**src/rtl/mips_pkg.sv**
```systemverilog
// Shared definitions for the MIPS operand stage: width defaults, forward-select
// codes and the hazard counter helper.
package mips_pkg;

  localparam int DIR_DEFAULT = 5;
  localparam int BUS_DEFAULT = 32;
  localparam int HZ_COUNT_W  = 16;

  typedef enum logic [1:0] {
    FWD_RF  = 2'd0,
    FWD_WB  = 2'd1,
    FWD_MEM = 2'd2,
    FWD_EX  = 2'd3
  } fwd_sel_e;

  function automatic logic [HZ_COUNT_W-1:0] hz_sat_inc(input logic [HZ_COUNT_W-1:0] c);
    if (c == {HZ_COUNT_W{1'b1}}) return c;
    return c + 1'b1;
  endfunction

endpackage

```
**src/rtl/operand_stage_if.sv**
```systemverilog
// Bundle of all operand_stage signals: ID issue, register bank port,
// forwarding sources, EX handshake and debug observability.
interface operand_stage_if
  import mips_pkg::*;
#(
  parameter int DIR = DIR_DEFAULT,
  parameter int BUS = BUS_DEFAULT
);
  // Both handshakes: a transfer happens on a rising edge where valid && ready;
  // valid must not depend on ready, and the sender holds its payload until taken.
  logic                  id_valid;
  logic                  id_ready;
  logic [DIR-1:0]        id_rs;
  logic [DIR-1:0]        id_rt;
  logic                  id_use_rs;
  logic                  id_use_rt;
  logic [DIR-1:0]        id_rd;
  logic                  id_we;
  logic                  id_is_load;

  logic [DIR-1:0]        rf_da;
  logic [DIR-1:0]        rf_db;
  logic                  rf_memread;
  logic [BUS-1:0]        rf_doa;
  logic [BUS-1:0]        rf_dob;

  logic                  ex_fwd_we;
  logic                  ex_fwd_load;
  logic [DIR-1:0]        ex_fwd_addr;
  logic [BUS-1:0]        ex_fwd_data;
  logic                  mem_fwd_we;
  logic [DIR-1:0]        mem_fwd_addr;
  logic [BUS-1:0]        mem_fwd_data;
  logic                  wb_we;
  logic [DIR-1:0]        wb_addr;
  logic [BUS-1:0]        wb_data;

  logic                  ex_valid;
  logic                  ex_ready;
  logic [BUS-1:0]        ex_opa;
  logic [BUS-1:0]        ex_opb;
  logic [DIR-1:0]        ex_rd;
  logic                  ex_we;
  logic                  ex_is_load;
  logic [HZ_COUNT_W-1:0] hz_count;

  logic                  dbg_s1_valid;
  logic                  dbg_hazard;
  fwd_sel_e              dbg_sel_a;
  fwd_sel_e              dbg_sel_b;

  modport slave (
    input  id_valid, id_rs, id_rt, id_use_rs, id_use_rt, id_rd, id_we, id_is_load,
    output id_ready,
    output rf_da, rf_db, rf_memread,
    input  rf_doa, rf_dob,
    input  ex_fwd_we, ex_fwd_load, ex_fwd_addr, ex_fwd_data,
    input  mem_fwd_we, mem_fwd_addr, mem_fwd_data,
    input  wb_we, wb_addr, wb_data,
    output ex_valid, ex_opa, ex_opb, ex_rd, ex_we, ex_is_load, hz_count,
    input  ex_ready,
    output dbg_s1_valid, dbg_hazard, dbg_sel_a, dbg_sel_b
  );

  modport master (
    output id_valid, id_rs, id_rt, id_use_rs, id_use_rt, id_rd, id_we, id_is_load,
    input  id_ready,
    input  rf_da, rf_db, rf_memread,
    output rf_doa, rf_dob,
    output ex_fwd_we, ex_fwd_load, ex_fwd_addr, ex_fwd_data,
    output mem_fwd_we, mem_fwd_addr, mem_fwd_data,
    output wb_we, wb_addr, wb_data,
    input  ex_valid, ex_opa, ex_opb, ex_rd, ex_we, ex_is_load, hz_count,
    output ex_ready,
    input  dbg_s1_valid, dbg_hazard, dbg_sel_a, dbg_sel_b
  );

endinterface

```
**src/rtl/operand_stage_fwd_mux.sv**
```systemverilog
// One-operand forwarding select, priority EX > MEM > WB > bank.
// OPERAND_ZERO_REG_EN: register 0 never matches and always reads as zero.
module fwd_mux
  import mips_pkg::*;
#(
  parameter int DIR = DIR_DEFAULT,
  parameter int BUS = BUS_DEFAULT
) (
  input  logic [DIR-1:0] i_addr,
  input  logic           i_ex_we,
  input  logic           i_ex_load,
  input  logic [DIR-1:0] i_ex_addr,
  input  logic [BUS-1:0] i_ex_data,
  input  logic           i_mem_we,
  input  logic [DIR-1:0] i_mem_addr,
  input  logic [BUS-1:0] i_mem_data,
  input  logic           i_wb_we,
  input  logic [DIR-1:0] i_wb_addr,
  input  logic [BUS-1:0] i_wb_data,
  input  logic [BUS-1:0] i_rf_data,
  output logic [BUS-1:0] o_data,
  output fwd_sel_e       o_sel
);

  logic w_zero;
  logic w_ex_hit;
  logic w_mem_hit;
  logic w_wb_hit;

`ifdef OPERAND_ZERO_REG_EN
  assign w_zero = (i_addr == '0);
`else
  assign w_zero = 1'b0;
`endif

  // A load still in EX has no data yet; the hazard logic stalls on it instead.
  assign w_ex_hit  = i_ex_we && !i_ex_load && (i_ex_addr == i_addr) && !w_zero;
  assign w_mem_hit = i_mem_we && (i_mem_addr == i_addr) && !w_zero;
  assign w_wb_hit  = i_wb_we && (i_wb_addr == i_addr) && !w_zero;

  always_comb begin
    o_sel  = FWD_RF;
    o_data = i_rf_data;
    if (w_ex_hit) begin
      o_sel  = FWD_EX;
      o_data = i_ex_data;
    end else if (w_mem_hit) begin
      o_sel  = FWD_MEM;
      o_data = i_mem_data;
    end else if (w_wb_hit) begin
      o_sel  = FWD_WB;
      o_data = i_wb_data;
    end
    if (w_zero) o_data = '0;
  end

endmodule

```
**src/rtl/operand_stage.sv**
```systemverilog
// Register-read / operand-fetch stage: bank read issue, S1 forwarding,
// load-use stall and the EX pipeline register. OPERAND_ZERO_REG_EN hardwires r0.
module operand_stage
  import mips_pkg::*;
#(
  parameter int DIR = DIR_DEFAULT,
  parameter int BUS = BUS_DEFAULT
) (
  input  logic             clk,
  input  logic             rst_n,
  operand_stage_if.slave   bus
);

  logic                  r_s1_valid;
  logic [DIR-1:0]        r_s1_rs;
  logic [DIR-1:0]        r_s1_rt;
  logic [DIR-1:0]        r_s1_rd;
  logic                  r_s1_use_rs;
  logic                  r_s1_use_rt;
  logic                  r_s1_we;
  logic                  r_s1_is_load;

  logic                  r_ex_valid;
  logic [BUS-1:0]        r_ex_opa;
  logic [BUS-1:0]        r_ex_opb;
  logic [DIR-1:0]        r_ex_rd;
  logic                  r_ex_we;
  logic                  r_ex_is_load;
  logic [HZ_COUNT_W-1:0] r_hz_count;

  logic                  w_ex_load_rs;
  logic                  w_ex_load_rt;
  logic                  w_hazard;
  logic                  w_s2_free;
  logic                  w_s1_adv;
  logic                  w_id_ready;
  logic                  w_issue;
  logic [BUS-1:0]        w_opa;
  logic [BUS-1:0]        w_opb;
  fwd_sel_e              w_sel_a;
  fwd_sel_e              w_sel_b;
  logic                  w_rs_nz;
  logic                  w_rt_nz;

`ifdef OPERAND_ZERO_REG_EN
  assign w_rs_nz = (r_s1_rs != '0);
  assign w_rt_nz = (r_s1_rt != '0);
`else
  assign w_rs_nz = 1'b1;
  assign w_rt_nz = 1'b1;
`endif

  assign w_ex_load_rs = r_s1_use_rs && w_rs_nz && (r_s1_rs == bus.ex_fwd_addr);
  assign w_ex_load_rt = r_s1_use_rt && w_rt_nz && (r_s1_rt == bus.ex_fwd_addr);
  assign w_hazard     = r_s1_valid && bus.ex_fwd_we && bus.ex_fwd_load &&
                        (w_ex_load_rs || w_ex_load_rt);
  assign w_s2_free    = !r_ex_valid || bus.ex_ready;
  assign w_s1_adv     = r_s1_valid && !w_hazard && w_s2_free;
  assign w_id_ready   = !r_s1_valid || w_s1_adv;
  assign w_issue      = bus.id_valid && w_id_ready;

  // A held S1 keeps re-reading the bank so writes landing during a stall are seen.
  assign bus.rf_memread = w_issue || (r_s1_valid && !w_s1_adv);
  assign bus.rf_da      = w_issue ? bus.id_rs : r_s1_rs;
  assign bus.rf_db      = w_issue ? bus.id_rt : r_s1_rt;
  assign bus.id_ready   = w_id_ready;

  fwd_mux #(.DIR(DIR), .BUS(BUS)) u_fwd_a (
    .i_addr     (r_s1_rs),
    .i_ex_we    (bus.ex_fwd_we),
    .i_ex_load  (bus.ex_fwd_load),
    .i_ex_addr  (bus.ex_fwd_addr),
    .i_ex_data  (bus.ex_fwd_data),
    .i_mem_we   (bus.mem_fwd_we),
    .i_mem_addr (bus.mem_fwd_addr),
    .i_mem_data (bus.mem_fwd_data),
    .i_wb_we    (bus.wb_we),
    .i_wb_addr  (bus.wb_addr),
    .i_wb_data  (bus.wb_data),
    .i_rf_data  (bus.rf_doa),
    .o_data     (w_opa),
    .o_sel      (w_sel_a)
  );

  fwd_mux #(.DIR(DIR), .BUS(BUS)) u_fwd_b (
    .i_addr     (r_s1_rt),
    .i_ex_we    (bus.ex_fwd_we),
    .i_ex_load  (bus.ex_fwd_load),
    .i_ex_addr  (bus.ex_fwd_addr),
    .i_ex_data  (bus.ex_fwd_data),
    .i_mem_we   (bus.mem_fwd_we),
    .i_mem_addr (bus.mem_fwd_addr),
    .i_mem_data (bus.mem_fwd_data),
    .i_wb_we    (bus.wb_we),
    .i_wb_addr  (bus.wb_addr),
    .i_wb_data  (bus.wb_data),
    .i_rf_data  (bus.rf_dob),
    .o_data     (w_opb),
    .o_sel      (w_sel_b)
  );

  always_ff @(posedge clk or negedge rst_n) begin
    if (!rst_n) begin
      r_s1_valid   <= 1'b0;
      r_s1_rs      <= '0;
      r_s1_rt      <= '0;
      r_s1_rd      <= '0;
      r_s1_use_rs  <= 1'b0;
      r_s1_use_rt  <= 1'b0;
      r_s1_we      <= 1'b0;
      r_s1_is_load <= 1'b0;
    end else if (w_issue) begin
      r_s1_valid   <= 1'b1;
      r_s1_rs      <= bus.id_rs;
      r_s1_rt      <= bus.id_rt;
      r_s1_rd      <= bus.id_rd;
      r_s1_use_rs  <= bus.id_use_rs;
      r_s1_use_rt  <= bus.id_use_rt;
      r_s1_we      <= bus.id_we;
      r_s1_is_load <= bus.id_is_load;
    end else if (w_s1_adv) begin
      r_s1_valid   <= 1'b0;
    end
  end

  // A free S2 that receives nothing (including the load-use bubble) just drops valid.
  always_ff @(posedge clk or negedge rst_n) begin
    if (!rst_n) begin
      r_ex_valid   <= 1'b0;
      r_ex_opa     <= '0;
      r_ex_opb     <= '0;
      r_ex_rd      <= '0;
      r_ex_we      <= 1'b0;
      r_ex_is_load <= 1'b0;
    end else if (w_s1_adv) begin
      r_ex_valid   <= 1'b1;
      r_ex_opa     <= w_opa;
      r_ex_opb     <= w_opb;
      r_ex_rd      <= r_s1_rd;
      r_ex_we      <= r_s1_we;
      r_ex_is_load <= r_s1_is_load;
    end else if (w_s2_free) begin
      r_ex_valid   <= 1'b0;
    end
  end

  always_ff @(posedge clk or negedge rst_n) begin
    if (!rst_n) begin
      r_hz_count <= '0;
    end else if (w_hazard) begin
      r_hz_count <= hz_sat_inc(r_hz_count);
    end
  end

  assign bus.ex_valid     = r_ex_valid;
  assign bus.ex_opa       = r_ex_opa;
  assign bus.ex_opb       = r_ex_opb;
  assign bus.ex_rd        = r_ex_rd;
  assign bus.ex_we        = r_ex_we;
  assign bus.ex_is_load   = r_ex_is_load;
  assign bus.hz_count     = r_hz_count;
  assign bus.dbg_s1_valid = r_s1_valid;
  assign bus.dbg_hazard   = w_hazard;
  assign bus.dbg_sel_a    = w_sel_a;
  assign bus.dbg_sel_b    = w_sel_b;

endmodule

```
**src/flat_wrapper.sv**
```systemverilog
// flat-port wrapper written by rule: the top's interface ports become plain ports
module operand_stage_flat import mips_pkg::*;
#(
  parameter int DIR = DIR_DEFAULT,
  parameter int BUS = BUS_DEFAULT
)
  (clk, rst_n, bus_id_valid, bus_id_rs, bus_id_rt, bus_id_use_rs, bus_id_use_rt, bus_id_rd, bus_id_we, bus_id_is_load, bus_id_ready, bus_rf_da, bus_rf_db, bus_rf_memread, bus_rf_doa, bus_rf_dob, bus_ex_fwd_we, bus_ex_fwd_load, bus_ex_fwd_addr, bus_ex_fwd_data, bus_mem_fwd_we, bus_mem_fwd_addr, bus_mem_fwd_data, bus_wb_we, bus_wb_addr, bus_wb_data, bus_ex_valid, bus_ex_opa, bus_ex_opb, bus_ex_rd, bus_ex_we, bus_ex_is_load, bus_hz_count, bus_ex_ready, bus_dbg_s1_valid, bus_dbg_hazard, bus_dbg_sel_a, bus_dbg_sel_b);
  operand_stage_if #(.DIR(DIR), .BUS(BUS)) bus_i ();
  input  logic clk;
  input  logic rst_n;
  input wire logic [$bits(bus_i.id_valid)-1:0] bus_id_valid;
  input wire logic [$bits(bus_i.id_rs)-1:0] bus_id_rs;
  input wire logic [$bits(bus_i.id_rt)-1:0] bus_id_rt;
  input wire logic [$bits(bus_i.id_use_rs)-1:0] bus_id_use_rs;
  input wire logic [$bits(bus_i.id_use_rt)-1:0] bus_id_use_rt;
  input wire logic [$bits(bus_i.id_rd)-1:0] bus_id_rd;
  input wire logic [$bits(bus_i.id_we)-1:0] bus_id_we;
  input wire logic [$bits(bus_i.id_is_load)-1:0] bus_id_is_load;
  output wire logic [$bits(bus_i.id_ready)-1:0] bus_id_ready;
  output wire logic [$bits(bus_i.rf_da)-1:0] bus_rf_da;
  output wire logic [$bits(bus_i.rf_db)-1:0] bus_rf_db;
  output wire logic [$bits(bus_i.rf_memread)-1:0] bus_rf_memread;
  input wire logic [$bits(bus_i.rf_doa)-1:0] bus_rf_doa;
  input wire logic [$bits(bus_i.rf_dob)-1:0] bus_rf_dob;
  input wire logic [$bits(bus_i.ex_fwd_we)-1:0] bus_ex_fwd_we;
  input wire logic [$bits(bus_i.ex_fwd_load)-1:0] bus_ex_fwd_load;
  input wire logic [$bits(bus_i.ex_fwd_addr)-1:0] bus_ex_fwd_addr;
  input wire logic [$bits(bus_i.ex_fwd_data)-1:0] bus_ex_fwd_data;
  input wire logic [$bits(bus_i.mem_fwd_we)-1:0] bus_mem_fwd_we;
  input wire logic [$bits(bus_i.mem_fwd_addr)-1:0] bus_mem_fwd_addr;
  input wire logic [$bits(bus_i.mem_fwd_data)-1:0] bus_mem_fwd_data;
  input wire logic [$bits(bus_i.wb_we)-1:0] bus_wb_we;
  input wire logic [$bits(bus_i.wb_addr)-1:0] bus_wb_addr;
  input wire logic [$bits(bus_i.wb_data)-1:0] bus_wb_data;
  output wire logic [$bits(bus_i.ex_valid)-1:0] bus_ex_valid;
  output wire logic [$bits(bus_i.ex_opa)-1:0] bus_ex_opa;
  output wire logic [$bits(bus_i.ex_opb)-1:0] bus_ex_opb;
  output wire logic [$bits(bus_i.ex_rd)-1:0] bus_ex_rd;
  output wire logic [$bits(bus_i.ex_we)-1:0] bus_ex_we;
  output wire logic [$bits(bus_i.ex_is_load)-1:0] bus_ex_is_load;
  output wire logic [$bits(bus_i.hz_count)-1:0] bus_hz_count;
  input wire logic [$bits(bus_i.ex_ready)-1:0] bus_ex_ready;
  output wire logic [$bits(bus_i.dbg_s1_valid)-1:0] bus_dbg_s1_valid;
  output wire logic [$bits(bus_i.dbg_hazard)-1:0] bus_dbg_hazard;
  output wire logic [$bits(bus_i.dbg_sel_a)-1:0] bus_dbg_sel_a;
  output wire logic [$bits(bus_i.dbg_sel_b)-1:0] bus_dbg_sel_b;
  assign bus_i.id_valid = bus_id_valid;
  assign bus_i.id_rs = bus_id_rs;
  assign bus_i.id_rt = bus_id_rt;
  assign bus_i.id_use_rs = bus_id_use_rs;
  assign bus_i.id_use_rt = bus_id_use_rt;
  assign bus_i.id_rd = bus_id_rd;
  assign bus_i.id_we = bus_id_we;
  assign bus_i.id_is_load = bus_id_is_load;
  assign bus_id_ready = bus_i.id_ready;
  assign bus_rf_da = bus_i.rf_da;
  assign bus_rf_db = bus_i.rf_db;
  assign bus_rf_memread = bus_i.rf_memread;
  assign bus_i.rf_doa = bus_rf_doa;
  assign bus_i.rf_dob = bus_rf_dob;
  assign bus_i.ex_fwd_we = bus_ex_fwd_we;
  assign bus_i.ex_fwd_load = bus_ex_fwd_load;
  assign bus_i.ex_fwd_addr = bus_ex_fwd_addr;
  assign bus_i.ex_fwd_data = bus_ex_fwd_data;
  assign bus_i.mem_fwd_we = bus_mem_fwd_we;
  assign bus_i.mem_fwd_addr = bus_mem_fwd_addr;
  assign bus_i.mem_fwd_data = bus_mem_fwd_data;
  assign bus_i.wb_we = bus_wb_we;
  assign bus_i.wb_addr = bus_wb_addr;
  assign bus_i.wb_data = bus_wb_data;
  assign bus_ex_valid = bus_i.ex_valid;
  assign bus_ex_opa = bus_i.ex_opa;
  assign bus_ex_opb = bus_i.ex_opb;
  assign bus_ex_rd = bus_i.ex_rd;
  assign bus_ex_we = bus_i.ex_we;
  assign bus_ex_is_load = bus_i.ex_is_load;
  assign bus_hz_count = bus_i.hz_count;
  assign bus_i.ex_ready = bus_ex_ready;
  assign bus_dbg_s1_valid = bus_i.dbg_s1_valid;
  assign bus_dbg_hazard = bus_i.dbg_hazard;
  assign bus_dbg_sel_a = bus_i.dbg_sel_a;
  assign bus_dbg_sel_b = bus_i.dbg_sel_b;
  operand_stage #(.DIR(DIR), .BUS(BUS)) u_core (.clk(clk), .rst_n(rst_n), .bus(bus_i));
endmodule
```
**config.mk**
```make
export PLATFORM = sky130hd
export DESIGN_NAME = operand_stage_flat
export DESIGN_NICKNAME = d
export VERILOG_FILES = /design/src/rtl/mips_pkg.sv /design/src/rtl/operand_stage_if.sv /design/src/rtl/operand_stage_fwd_mux.sv /design/src/rtl/operand_stage.sv /design/src/flat_wrapper.sv
export SDC_FILE = /design/constraint.sdc
export NUM_CORES = 1
export LEC_CHECK = 0
export BUFFER_PORTS_ARGS = -buffer_cell sky130_fd_sc_hd__buf_2
export CELL_PAD_IN_SITES_DETAIL_PLACEMENT = 0
export CELL_PAD_IN_SITES_GLOBAL_PLACEMENT = 1
export CORE_MARGIN = 5
export CORE_UTILIZATION = 36
export CTS_CLUSTER_DIAMETER = 30
export DETAILED_ROUTE_END_ITERATION = 8
export HOLD_SLACK_MARGIN = 0.06
export PLACE_DENSITY = 0.88
export SKIP_LAST_GASP = 1
export SYNTH_ARGS = -nofsm -noshare
export SYNTH_HDL_FRONTEND = slang
export SYNTH_SLANG_ARGS = --single-unit
```
**constraint.sdc**
```tcl
create_clock -name clk -period 4 [get_ports clk]
set_clock_uncertainty 0.1 [all_clocks]
set_input_delay 0.4 -clock clk [delete_from_list [all_inputs] [get_ports clk]]
set_output_delay 0.4 -clock clk [all_outputs]
set_load 0.005 [all_outputs]
```
==> metrics.txt <==
post-CTS resize count 0; layout cells sized above 1 35.0%; clk slew on worst S/H paths 0.09 ns; Static Leak 4.25 nW; initial antenna violation count 1; largest net degree at the start of global routing 67; post-route cell area 0.00850 mm²; HPWL after detailed placement 18.0 mm; pwr dens 403 mW/mm²; sequential share of the synthesized area 42.0%; reg2reg path depth 7; Final ANT Viol Nets 0; clk sinks 108; combinational share of power 30.6%; Mapped Area 0.00643 mm²; CTS root buf clkbuf_16; Post-synth EDFFs 0; Crit Path Max Fanout 19; post-route clock period utilization 89.0%; synthesized area per cell 8.23 µm²; clock buffer depth 2; Warnings, synthesis 0; RR Endpoint u_core.r_s1_rd[0]; setup violators final 0; Clock Power Share 26.6%; core box area 0.0174 mm²; top cells by area, synth dfrtp_1 (42%), a21oi_1 (10%), a311o_1 (9.5%); hold_sp bus_id_use_rs; Yosys top cell by area dfrtp_1; Routed WL 24.9 mm; maxcap violations 0; Worst-Margin Slew 0.829 ns; switching power 1.17 mW; Critical Path End Type output port; Area Overhead vs Synth 32.3%; Worst EP required 3.50 ns; postcts setup bufs 0; Hold Path Depth 2; reg2reg setup slack 1.17 ns; top cell type's share of synthesized area 42.0%; Crit Path Category reg -> out; minimum clock period after layout 3.56 ns; slowest CP cell a2bb2oi_4; final hold viol count 0; CTS tree built; die width 144 µm; switching share of power 34.1%; setup tns final 0 ns; Worst Hold Class in -> reg; Synth Instances 781; CP Cell Sequence xor2_1 -> nor3_1 -> and3_1 -> o21ai_4 -> inv_4 -> a2bb2oi_4 -> mux2_4 -> buf_2; nets 1,260; grt ovf 0; via count 6,930; cts bufs inserted 9; Initial Util 36.9%; arrival time at the worst endpoint 3.06 ns; IO Pins 308; gpl congestion 0.844; port buffer count 307; post-synthesis net count 984; total iterations of the first detailed-routing run 5; worst slack at placement 0.803 ns; DRC marker count from the first detailed-route iteration 450; Fill cells 1,758; reg-to-reg startpoint u_core.r_s1_rt[0]; crit start category flip-flop; vias per cell 5.38; Async S/R FF share, synth 100%; setup ws final 0.441 ns; slowest cell delay on critical path 0.63 ns; Worst Hold End u_core.r_s1_use_rs; internal power 2.26 mW; CTS H-tree depth 3; Worst-Skew Late Latency 0.35 ns; GRT Overall Usage 23.0%; Seq cells post-synth 108; Primary FF master, synth dfrtp_1; Post-DP Area 0.00819 mm²; die height 144 µm; Yosys cell types 39; vias in the first global route 6,850; status finished, final reports clean; Max Freq 0.281 GHz; Placement Rows 48; Hold-fix buffers, CTS 1; maximum VDD drop 0.000179 V; first-pass GRT wire length 37.2 mm; DIE AREA 0.0206 mm²; Pins Over Slew Limit 0; Seq pwr share 42.8%; RSZ-0062 raised after global routing false; DRC Markers 0; Slew HR 44.3%; wire length per cell 19.3 µm
-- cell usage in the layout, fill, tap and decap left out, drive strengths merged, types with 12 or more instances in the layout --
cell	synthesis	routed
buf	16	321
a311o	61	61
nor2	136	136
mux2	21	21
nand2	154	154
inv	9	13
xor2	32	32
nand3	12	12
a21oi	128	128
dfrtp	108	108
-- worst max-delay path: cells and delay by family (launching register included) --
family,cells,cell delay (ns)
flip-flops,1,0.47
buffers and inverters,2,0.22
multiplexers,1,0.37
AND/OR/NAND/NOR,2,0.69
XOR/XNOR,1,0.18
AO/OA/AOI/OAI,2,0.76
-- stage by stage --
stage | instances | total power, mW | util (%) | hold slack (ns)
3_5_place_dp | 1270 | 2.54 | 47.0 | 0.355
6_report | 1289 | 3.43 | 48.8 | 0.174
2_1_floorplan | 781 | 2.00 | - | 0.00441
5_1_grt | 1287 | 3.63 | 48.8 | 0.162
4_1_cts | 1287 | 3.47 | 48.8 | 0.156
3_3_place_gp | 1270 | 2.52 | 47.0 | 0.342
-- cells by family after synthesis --
kind of cell               after synthesis  synth area share (%)
adders and majority gates                1                 0.195
buffers and inverters                   66                  4.36
muxes                                   24                  4.73
and+or+nand+nor                        340                  21.7
xor gates and xnor gates                38                  5.18
AOI/OAI and AO/OA                      204                  21.9
DFF                                    108                  42.0
-- synthesized netlist by cell type, types with 2 or more instances --
library cell  number
nor2_1           136
xnor2_1            6
nand4_1            4
nand2b_1           9
dfrtp_1          108
buf_1              4
a21o_1             2
a21oi_1          128
mux2i_1            3
xor2_1            32
o21ai_0            2
clkbuf_1          41
a222oi_1           2
and3_2             2
mux2_4            10
nor3_1             5
a311o_1           61
nand2_1          154
a211o_1            3
nor4_1             6
buf_2             11
nand3_1           12
and3_1             6
o2111a_1           2
mux2_2            11
inv_1              8
-- flip-flops by register name, summed over array words and instances, names as in the netlist --
signal,flops
u_core.r_s1_rs,5
u_core.r_s1_rd,5
u_core.bus.ex_rd,5
u_core.r_s1_we,1
u_core.bus.dbg_s1_valid,1
u_core.r_s1_use_rs,1
u_core.bus.ex_valid,1
u_core.r_s1_use_rt,1
u_core.bus.hz_count,16
u_core.bus.ex_we,1
u_core.bus.ex_is_load,1
u_core.r_s1_rt,5
u_core.bus.ex_opa,32
u_core.bus.ex_opb,32
u_core.r_s1_is_load,1
-- power groups by stage --
| stage | Combinational, mW | Sequential (mW) | Clock [mW] |
|---|---|---|---|
| 2_1_floorplan | 0.521 | 1.48 | 0 |
| 3_3_place_gp | 1.04 | 1.48 | 0 |
| 3_5_place_dp | 1.06 | 1.48 | 0 |
| 4_1_cts | 1.06 | 1.46 | 0.943 |
| 5_1_grt | 1.16 | 1.49 | 0.977 |
| 6_report | 1.05 | 1.47 | 0.912 |
-- metal layers --
layer	up-vias	wire (µm)	global-route usage, %
met3	39	2130	4.79
li1	3272	-	-
met2	321	12300	38.7
met1	3296	9890	29.2
met5	-	11	0
met4	2	561	8.37
-- final cells by class --
type	instances	area [µm²]	share of cell area [%]
Antenna cell	2	5.00	0.0588
Clock buffer	9	225	2.65
Clock inverter	7	78.8	0.927
Inverter	9	36.3	0.427
Multi-Input combinational cell	607	3470	40.8
Sequential cell	108	2700	31.8
Tap cell	225	282	3.31
Timing Repair Buffer	322	1700	20.0
-- worst max-delay path by stage --
stage                  startpoint  slack [ns]           end  cells after the start
6_report        u_core.r_s1_rt[0]        0.44  bus_rf_db[0]                      8
5_1_grt         u_core.r_s1_rt[0]        0.36  bus_rf_db[0]                      8
4_1_cts         u_core.r_s1_rt[0]        0.46  bus_rf_db[0]                      8
3_5_place_dp   bus_ex_fwd_addr[1]        0.80  bus_rf_db[0]                      9
3_3_place_gp   bus_ex_fwd_addr[4]        0.90  bus_rf_db[0]                      9
2_1_floorplan   u_core.r_s1_rs[4]        1.44  bus_rf_da[0]                      8
Note: power is estimated with default switching activity, not from simulation.
